[config.mk]
export PLATFORM = sky130hd
export DESIGN_NAME = irq_arbiter
export DESIGN_NICKNAME = d
export VERILOG_FILES = /design/src/rtl/irq_arbiter_pkg.sv /design/src/rtl/irq_arbiter_edge_detect.sv /design/src/rtl/irq_arbiter.sv
export SDC_FILE = /design/constraint.sdc
export NUM_CORES = 1
export LEC_CHECK = 0
export CAP_MARGIN = 10
export CORE_MARGIN = 2
export CORE_UTILIZATION = 40
export CTS_CLUSTER_DIAMETER = 80
export DETAILED_ROUTE_END_ITERATION = 8
export GPL_TIMING_DRIVEN = 1
export HOLD_SLACK_MARGIN = 0.12
export MAX_ROUTING_LAYER = met4
export PLACE_DENSITY = 0.73
export SYNTH_ARGS = -nofsm -noshare
export SYNTH_HDL_FRONTEND = slang
export SYNTH_SLANG_ARGS = --single-unit
export TNS_END_PERCENT = 1
[constraint.sdc]
create_clock -name clk -period 3.4 [get_ports clk]
set_clock_uncertainty 0.1 [all_clocks]
set_input_delay 1.02 -clock clk [delete_from_list [all_inputs] [get_ports clk]]
set_output_delay 1.02 -clock clk [all_outputs]
set_load 0.02 [all_outputs]
[src/rtl/irq_arbiter_pkg.sv]
// Shared interrupt definitions: FSM encoding, default id width and source numbering
// used by the arbiter, the PC unit and software.
package irq_arbiter_pkg;

   typedef enum logic [1:0] {
      ST_IDLE    = 2'd0,
      ST_REQ     = 2'd1,
      ST_SERVICE = 2'd2
   } irq_state_t;

   localparam int DEF_NUM_SRC = 8;
   localparam int DEF_ID_W    = 8;

   // Source numbering; lower index means higher fixed priority.
   localparam int SRC_TIMER = 0;
   localparam int SRC_UART  = 1;
   localparam int SRC_EXT0  = 2;
   localparam int SRC_EXT1  = 3;
   localparam int SRC_EXT2  = 4;
   localparam int SRC_EXT3  = 5;
   localparam int SRC_EXT4  = 6;
   localparam int SRC_EXT5  = 7;

endpackage

[src/rtl/irq_arbiter_edge_detect.sv]
// Per-source optional synchroniser plus rising-edge detector; SYNC_STAGES cycles of latency,
// edge output is combinational from the last stage. No backpressure.
module irq_arbiter_edge_detect #(
   parameter int NUM_SRC     = 8,
   parameter int SYNC_STAGES = 0
) (
   input  logic               clk,
   input  logic               reset,
   input  logic [NUM_SRC-1:0] irq_in,
   output logic [NUM_SRC-1:0] irq_edge
);

   for (genvar i = 0; i < NUM_SRC; i++) begin : g_src
      logic s;
      logic prev_q;

      if (SYNC_STAGES == 0) begin : g_nosync
         assign s = irq_in[i];
      end else begin : g_sync
         logic [SYNC_STAGES-1:0] sync_q;
         always_ff @(posedge clk) begin
            if (reset) begin
               sync_q <= '0;
            end else begin
               sync_q[0] <= irq_in[i];
               for (int k = 1; k < SYNC_STAGES; k++) begin
                  sync_q[k] <= sync_q[k-1];
               end
            end
         end
         assign s = sync_q[SYNC_STAGES-1];
      end

      // prev clears on reset so a line held high through reset yields one event.
      always_ff @(posedge clk) begin
         if (reset) prev_q <= 1'b0;
         else       prev_q <= s;
      end

      assign irq_edge[i] = s & ~prev_q;
   end

endmodule

[src/rtl/irq_arbiter.sv]
// Edge-latched, maskable interrupt arbiter presenting one registered request/id to the PC unit;
// request one cycle after pending; held until int_ack, service held until int_done.
module irq_arbiter
   import irq_arbiter_pkg::*;
#(
   parameter int NUM_SRC     = DEF_NUM_SRC,
   parameter int ID_W        = DEF_ID_W,
   parameter int SYNC_STAGES = 0,
   parameter int ROUND_ROBIN = 0
) (
   input  logic               clk,
   input  logic               reset,
   input  logic [NUM_SRC-1:0] irq_in,
   input  logic               mask_we,
   input  logic [NUM_SRC-1:0] mask_wdata,
   output logic [NUM_SRC-1:0] mask_q,
   output logic [NUM_SRC-1:0] pending_q,
   output logic               int_req,
   output logic [ID_W-1:0]    int_id,
   input  logic               int_ack,
   input  logic               int_done,
   output logic               busy
);

   irq_state_t         state_q, state_d;
   logic               int_req_q, int_req_d;
   logic [ID_W-1:0]    int_id_q, int_id_d;
   logic [ID_W-1:0]    rr_ptr_q, rr_ptr_d;
   logic [NUM_SRC-1:0] irq_edge;
   logic [NUM_SRC-1:0] clr;
   logic [NUM_SRC-1:0] eligible;
   logic [ID_W-1:0]    win_id, hi_id, lo_id;
   logic               hi_found;

   irq_arbiter_edge_detect #(
      .NUM_SRC     (NUM_SRC),
      .SYNC_STAGES (SYNC_STAGES)
   ) u_edge (
      .clk      (clk),
      .reset    (reset),
      .irq_in   (irq_in),
      .irq_edge (irq_edge)
   );

   always_comb begin
      clr = '0;
      for (int i = 0; i < NUM_SRC; i++) begin
         clr[i] = (state_q == ST_REQ) && int_ack && (int_id_q == ID_W'(i));
      end
   end

   always_ff @(posedge clk) begin
      if (reset) begin
         mask_q    <= '1;
         pending_q <= '0;
      end else begin
         if (mask_we) mask_q <= mask_wdata;
         // Set wins over clear so an edge arriving in the ack cycle is kept.
         pending_q <= (pending_q & ~clr) | irq_edge;
      end
   end

   assign eligible = pending_q & mask_q;

   // Descending scan leaves the lowest qualifying index; hi_* only counts indices at/after rr_ptr.
   always_comb begin
      hi_found = 1'b0;
      hi_id    = '0;
      lo_id    = '0;
      for (int i = NUM_SRC - 1; i >= 0; i--) begin
         if (eligible[i]) begin
            lo_id = ID_W'(i);
            if (ROUND_ROBIN != 0 && ID_W'(i) >= rr_ptr_q) begin
               hi_found = 1'b1;
               hi_id    = ID_W'(i);
            end
         end
      end
      win_id = hi_found ? hi_id : lo_id;
   end

   always_ff @(posedge clk) begin
      if (reset) begin
         state_q   <= ST_IDLE;
         int_req_q <= 1'b0;
         int_id_q  <= '0;
         rr_ptr_q  <= '0;
      end else begin
         state_q   <= state_d;
         int_req_q <= int_req_d;
         int_id_q  <= int_id_d;
         rr_ptr_q  <= rr_ptr_d;
      end
   end

   always_comb begin
      state_d   = state_q;
      int_req_d = int_req_q;
      int_id_d  = int_id_q;
      rr_ptr_d  = rr_ptr_q;
      case (state_q)
         ST_IDLE: begin
            if (|eligible) begin
               state_d   = ST_REQ;
               int_req_d = 1'b1;
               int_id_d  = win_id;
            end
         end
         ST_REQ: begin
            if (int_ack) begin
               state_d   = ST_SERVICE;
               int_req_d = 1'b0;
               if (ROUND_ROBIN != 0) begin
                  rr_ptr_d = (int_id_q == ID_W'(NUM_SRC - 1)) ? '0 : int_id_q + ID_W'(1);
               end
            end
         end
         ST_SERVICE: begin
            if (int_done) state_d = ST_IDLE;
         end
         default: begin
            state_d   = ST_IDLE;
            int_req_d = 1'b0;
         end
      endcase
   end

   assign int_req = int_req_q;
   assign int_id  = int_id_q;
   assign busy    = (state_q != ST_IDLE);

endmodule
Yosys cells after proc, flatten, opt, wreduce, memory -nomap -nowiden
Cells that the tools add are included.
{"block": "classes", "div": 0, "n_shift": 0, "mul": 0, "n_addsub": 0, "n_reduce_logical": 16, "n_bitwise": 21, "muxes": 15, "magnitude_cmp": 0, "n_eq_ne": 12}
{"cell": "2-to-1 mux 8 bit", "n": 7}
{"cell": "== test 8 x 3 -> 1 bit, second input constant", "n": 4}
{"cell": "AND 8 bit", "n": 2}
{"cell": "== test 8 x 2 -> 1 bit, second input constant", "n": 2}
{"cell": "logical AND 1 bit", "n": 9}
{"cell": "NOT 1 bit", "n": 9}
{"cell": "AND 1 bit", "n": 8}
{"cell": "== test 8 x 1 -> 1 bit, second input constant", "n": 1}
{"cell": "zero test 8 bit", "n": 1}
{"cell": "NOT 8 bit", "n": 1}
{"cell": "bitwise OR 8 bit", "n": 1}
{"cell": "OR reduction 8 bit", "n": 1}
{"cell": "2-to-1 mux 2 bit", "n": 3}
{"cell": "!= test 2 bit, second input constant", "n": 3}
{"cell": "one-hot mux 2 bit (3 select lines)", "n": 1}
{"cell": "AND reduction 3 bit", "n": 2}
{"cell": "2-to-1 mux 3 bit", "n": 1}
{"cell": "one-hot mux 1 bit (3 select lines)", "n": 1}
{"cell": "== test 2 x 1 -> 1 bit, second input constant", "n": 1}
{"cell": "== test 2 bit, second input constant", "n": 1}
{"cell": "zero test 2 bit", "n": 1}
{"cell": "2-to-1 mux 1 bit", "n": 2}
{"cell": "AND reduction 2 bit", "n": 1}
{"cell": "nonzero test 2 bit", "n": 1}
{"block": "word_totals", "ram_bits": 0, "output_inout_bits": 26, "memories": 0, "reg_bits": 35, "wordCells": 77, "romBits": 0, "latch_bits": 0}

Logic depth before layout (Yosys ltp)
{"block": "depth", "word_depth": 9, "ltp_mapped": 4, "ltp_nobuf": 4}

Modules after synthesis
From an unflattened synthesis, not the netlist that was laid out.
{"block": "hier_totals", "cells_unflattened": 137, "area_unflattened_um2": 1232.4}
{"mod": "irq_arbiter", "area_each_um2": 972.2, "n_inst": 1, "cells_per_inst": 113, "seq_area_each_um2": 440.4}
{"mod": "irq_arbiter_edge_detect", "area_each_um2": 260.2, "n_inst": 1, "cells_per_inst": 24, "seq_area_each_um2": 160.2}

Worst setup path before layout
No wires, ideal clock.
{"block": "synth_timing", "kind": "input -> register", "startpoint": "in int_ack", "endpoint": "reg pending_q[0]", "path_slack_ns": 1.600, "t_required_ns": 3.179, "path_stages": 4, "t_arrival_ns": 1.580, "cell_sequence": "nand3b_1 > or2_4 > o31ai_4 > a21oi_1"}
{"block": "synth_via", "elab_chain_len": 5}
{"element": "start, declared", "line_no": "irq_arbiter.sv:20", "rtl": "input logic int_ack,"}
{"element": "logical AND 1 bit (2 in series)", "line_no": "irq_arbiter.sv:48", "rtl": "clr[i] = (state_q == ST_REQ) && int_ack && (int_id_q == ID_W'(i));"}
{"element": "NOT 8 bit", "line_no": "irq_arbiter.sv:59", "rtl": "pending_q <= (pending_q & ~clr) | irq_edge;"}
{"element": "AND 8 bit", "line_no": "irq_arbiter.sv:59"}
{"element": "bitwise OR 8 bit", "line_no": "irq_arbiter.sv:59"}
{"element": "end signal, assigned", "line_no": "irq_arbiter.sv:59"}
{"element": "end, declared", "line_no": "irq_arbiter.sv:17", "rtl": "output logic [NUM_SRC-1:0] pending_q,"}
No other way between the ends.
A chain may end at the register's enable or synchronous reset.

Worst setup path after layout
{"block": "layout_timing", "startpoint": "reg state_q[0]", "endpoint": "out busy"}
{"block": "layout_via", "elab_chain_len": 1}
{"element": "start, declared", "line_no": "irq_arbiter.sv:25", "rtl": "irq_state_t state_q, state_d;"}
{"element": "start signal, assigned", "line_no": "irq_arbiter.sv:89", "rtl": "state_q <= state_d;"}
{"element": "nonzero test 2 bit", "line_no": "irq_arbiter.sv:130", "rtl": "assign busy = (state_q != ST_IDLE);"}
{"element": "end, declared", "line_no": "irq_arbiter.sv:22", "rtl": "output logic busy"}
No other way between the ends.

==> out/qor.json <==
{
  "yosys_warnings": {"value": 0},
  "drt_first_iter_violations": {"value": 34},
  "max-clock-path-buffers": {"value": 2},
  "slew-limit-headroom": {"value": 66.2, "unit": "%"},
  "max_slew.worst_pin.slew": {"value": 0.506, "unit": "ns"},
  "utilization": {"value": 58.8, "unit": "%"},
  "layout_min_cycle_time": {"value": 2.70, "unit": "ns"},
  "finalHoldViolCount": {"value": 0},
  "layout_worst_path_cycle_share": {"value": 79.3, "unit": "%"},
  "drive_above_1_share": {"value": 9.83, "unit": "%"},
  "power.density": {"value": 491, "unit": "nW/um^2"},
  "slowest_delay": {"value": 0.54, "unit": "ns"},
  "critical_path_required": {"value": 2.28, "unit": "ns"},
  "netlist.area_leader.share": {"value": 47.4, "unit": "%"},
  "synth_sequential_area_ratio": {"value": 47.4, "unit": "%"},
  "vdd.ir_drop.worst": {"value": 0.292, "unit": "mV"},
  "number_of_antenna_violations_at_the_first_check_in_global_routing": {"value": 0},
  "routed_wirelength": {"value": 2940, "unit": "um"},
  "clock_pin_slew_on_the_worst_setup_and_hold_paths": {"value": 0.10, "unit": "ns"},
  "reg2regPathDepth": {"value": 4},
  "route.detailed.wl_per_inst": {"value": 13.6, "unit": "um"},
  "weighted_congestion_at_the_end_of_routability_driven_global_placement": {"value": 0.805},
  "synth-seq-cells": {"value": 30},
  "drtAntennaViolNets": {"value": 0},
  "place_hpwl": {"value": 2150, "unit": "um"},
  "die_y": {"value": 60.3, "unit": "um"},
  "grt_first_pass_wirelength": {"value": 4720, "unit": "um"},
  "fp.coreArea": {"value": 3030, "unit": "sq um"},
  "worstHoldPathCells": {"value": 2},
  "post_cts_resize_count": {"value": 0},
  "detail_route.drc_violations": {"value": 0},
  "cts.hold.buffers_added": {"value": 0},
  "crit_slowest_cell": {"value": "clkdlybuf4s50_1"},
  "holdCritPathClass": {"value": "reg -> reg"},
  "grt_pass1_vias": {"value": 1050},
  "clock_tree_sinks": {"value": 30},
  "grt_max_degree": {"value": 31},
  "insertion_delay": {"value": 0.34, "unit": "ns"},
  "io_pins": {"value": 47},
  "rsz0062_at_grt": {"value": "false"},
  "average_vias_per_placed_instance": {"value": 4.99},
  "yosys.area.top_type": {"value": "dfxtp_1"},
  "cts_inserted_buffers": {"value": 5},
  "maxCapViolCount": {"value": 0},
  "areaGrowthSynthToFinish": {"value": 40.4, "unit": "%"},
  "dieArea": {"value": 3630, "unit": "sq um"},
  "htree_levels": {"value": 2},
  "groute.usage.overall": {"value": 18.9, "unit": "%"},
  "worstSetupPathType": {"value": "reg -> out"},
  "timing.fmax": {"value": 371, "unit": "MHz"},
  "cell_types_occupying_the_most_area_after_synthesis": {"value": "dfxtp_1 (47%), nor2b_1 (7.9%), a211o_1 (6.2%), a22oi_4 (5.0%), a21oi_1 (4.3%)"},
  "initial_core_util": {"value": 41.9, "unit": "%"},
  "asyncSetResetFlopFracSynth": {"value": 0, "unit": "%"},
  "critPathLaunchType": {"value": "flop"},
  "timing.critical_path.arrival": {"value": 1.58, "unit": "ns"},
  "run_status": {"value": "finished clean"},
  "synth_enable_flop_cells": {"value": 0},
  "fp.dieW": {"value": 60.3, "unit": "um"},
  "rows": {"value": 20},
  "yosys_most_used_dff": {"value": "dfxtp_1"},
  "detailroute.via_count": {"value": 1083},
  "leakagePower": {"value": 0.695, "unit": "nW"},
  "nets": {"value": 193},
  "antenna-diode-count": {"value": 0},
  "timing_max_transition_violations_final": {"value": 0},
  "worstSetupEndpointType": {"value": "output pin"},
  "num-fill-cells": {"value": 278},
  "finalSetupViolations": {"value": 0},
  "synth_cells": {"value": 128},
  "drt-pass1-iter-count": {"value": 3},
  "postSynthAreaPerCell": {"value": 9.90, "unit": "sq um"},
  "crit_fanout": {"value": 8},
  "clock_tree.root_cell": {"value": "clkbuf_4"},
  "post-cts-setup-buffers": {"value": 0},
  "worstPathCellList": {"value": "nor2_2, inv_1, clkdlybuf4s50_1"},
  "tritoncts": {"value": "done"},
  "synth_cell_types": {"value": 31},
  "power": {"value": 0.000874, "unit": "W"},
  "grt_overflow": {"value": 0},
  "netlist_area": {"value": 1270, "unit": "sq um"},
  "setup_tns": {"value": 0, "unit": "ns"},
  "port-buffer-count": {"value": 41}
}
## final timing paths
kind / end / start / slack [ns]
worst max-delay path: busy / state_q[0] / 0.70
worst min-delay path: int_req / int_req / 0.38
worst max register to register: pending_q[0] / state_q[0] / 2.03
worst min register to register: int_req / int_req / 0.38
## registers in the layout, indices dropped and copies added, names as in the netlist
| register | cells |
|---|---|
| state_q | 2 |
| u_edge.g_src.prev_q | 8 |
| mask_q | 8 |
| int_req | 1 |
| int_id | 3 |
| pending_q | 8 |
## per-stage QoR
| step | hold slack (ns) | std cells | area [sq um] | worst slack [ns] |
|---|---|---|---|---|
| global route | 0.420 | 217 | 1780 | 0.598 |
| finish | 0.383 | 217 | 1780 | 0.702 |
| global placement | 0.349 | 209 | 1700 | 1.02 |
| floorplan | 0.362 | 132 | 1280 | 1.60 |
| detailed placement | 0.362 | 209 | 1700 | 0.951 |
| CTS | 0.379 | 217 | 1780 | 0.690 |
## kinds of logic after synthesis
| kind of cell | count (synthesis) | share of synthesized area [%] |
|---|---|---|
| AOI/OAI and AO/OA | 42 | 27.2 |
| and+or+nand+nor | 42 | 19.5 |
| DFF | 30 | 47.4 |
| buffers and inverters | 13 | 5.53 |
| other | 1 | 0.296 |
## routing by layer
layer	global-route usage (%)	share of wire, %	up-vias
met1	21.7	44	506
met3	8.44	6.5	4
met5	-	0	-
met2	28.7	48	37
li1	-	-	536
met4	7.62	1.6	0
## placed cells by master (no fill, tap or decap), drive strengths merged
cell	count
or2	1
clkbuf	8
a2111oi	2
conb	5
or3b	1
a32o	2
buf	1
a22oi	4
a211oi	1
o31ai	2
a21oi	11
inv	4
a221oi	1
o21ai	9
nand2	11
nor2b	16
a31oi	1
nand2b	8
clkdlybuf4s50	41
nand3b	1
nand4	1
nor2	2
a211o	9
dfxtp	30
nand4b	1
## critical path, delay by kind of cell, from the launching register on
family | cells | cell delay (ns)
buffers and inverters | 2 | 0.60
AND/OR/NAND/NOR | 1 | 0.25
flip-flops | 1 | 0.38
## cell usage after synthesis (2+ instances only)
library cell / number
dfxtp_1: 30
nor2b_1: 16
a21oi_1: 11
nand2_1: 11
a211o_1: 9
nand2b_1: 8
o21ai_1: 7
buf_4: 5
inv_1: 4
a22oi_4: 3
a32o_1: 2
buf_2: 2
o21ai_0: 2
## power by group
group / internal (W) / switching (W) / total, W / leakage (nW)
logic: 0.000101 / 0.0000929 / 0.000193 / 0.400
clock network: 0.000141 / 0.000121 / 0.000262 / 0.0446
registers: 0.000380 / 0.0000382 / 0.000418 / 0.250
## area by class of cell
cell class / instances / area (sq um) / share of cell area [%]
Sequential cell: 30 / 601 / 33.8
Timing Repair Buffer: 42 / 418 / 23.5
Inverter: 4 / 15.0 / 0.844
Clock buffer: 8 / 78.8 / 4.43
Tap cell: 44 / 55.1 / 3.09
Multi-Input combinational cell: 89 / 612 / 34.4
(Power assumes the default switching activity.)
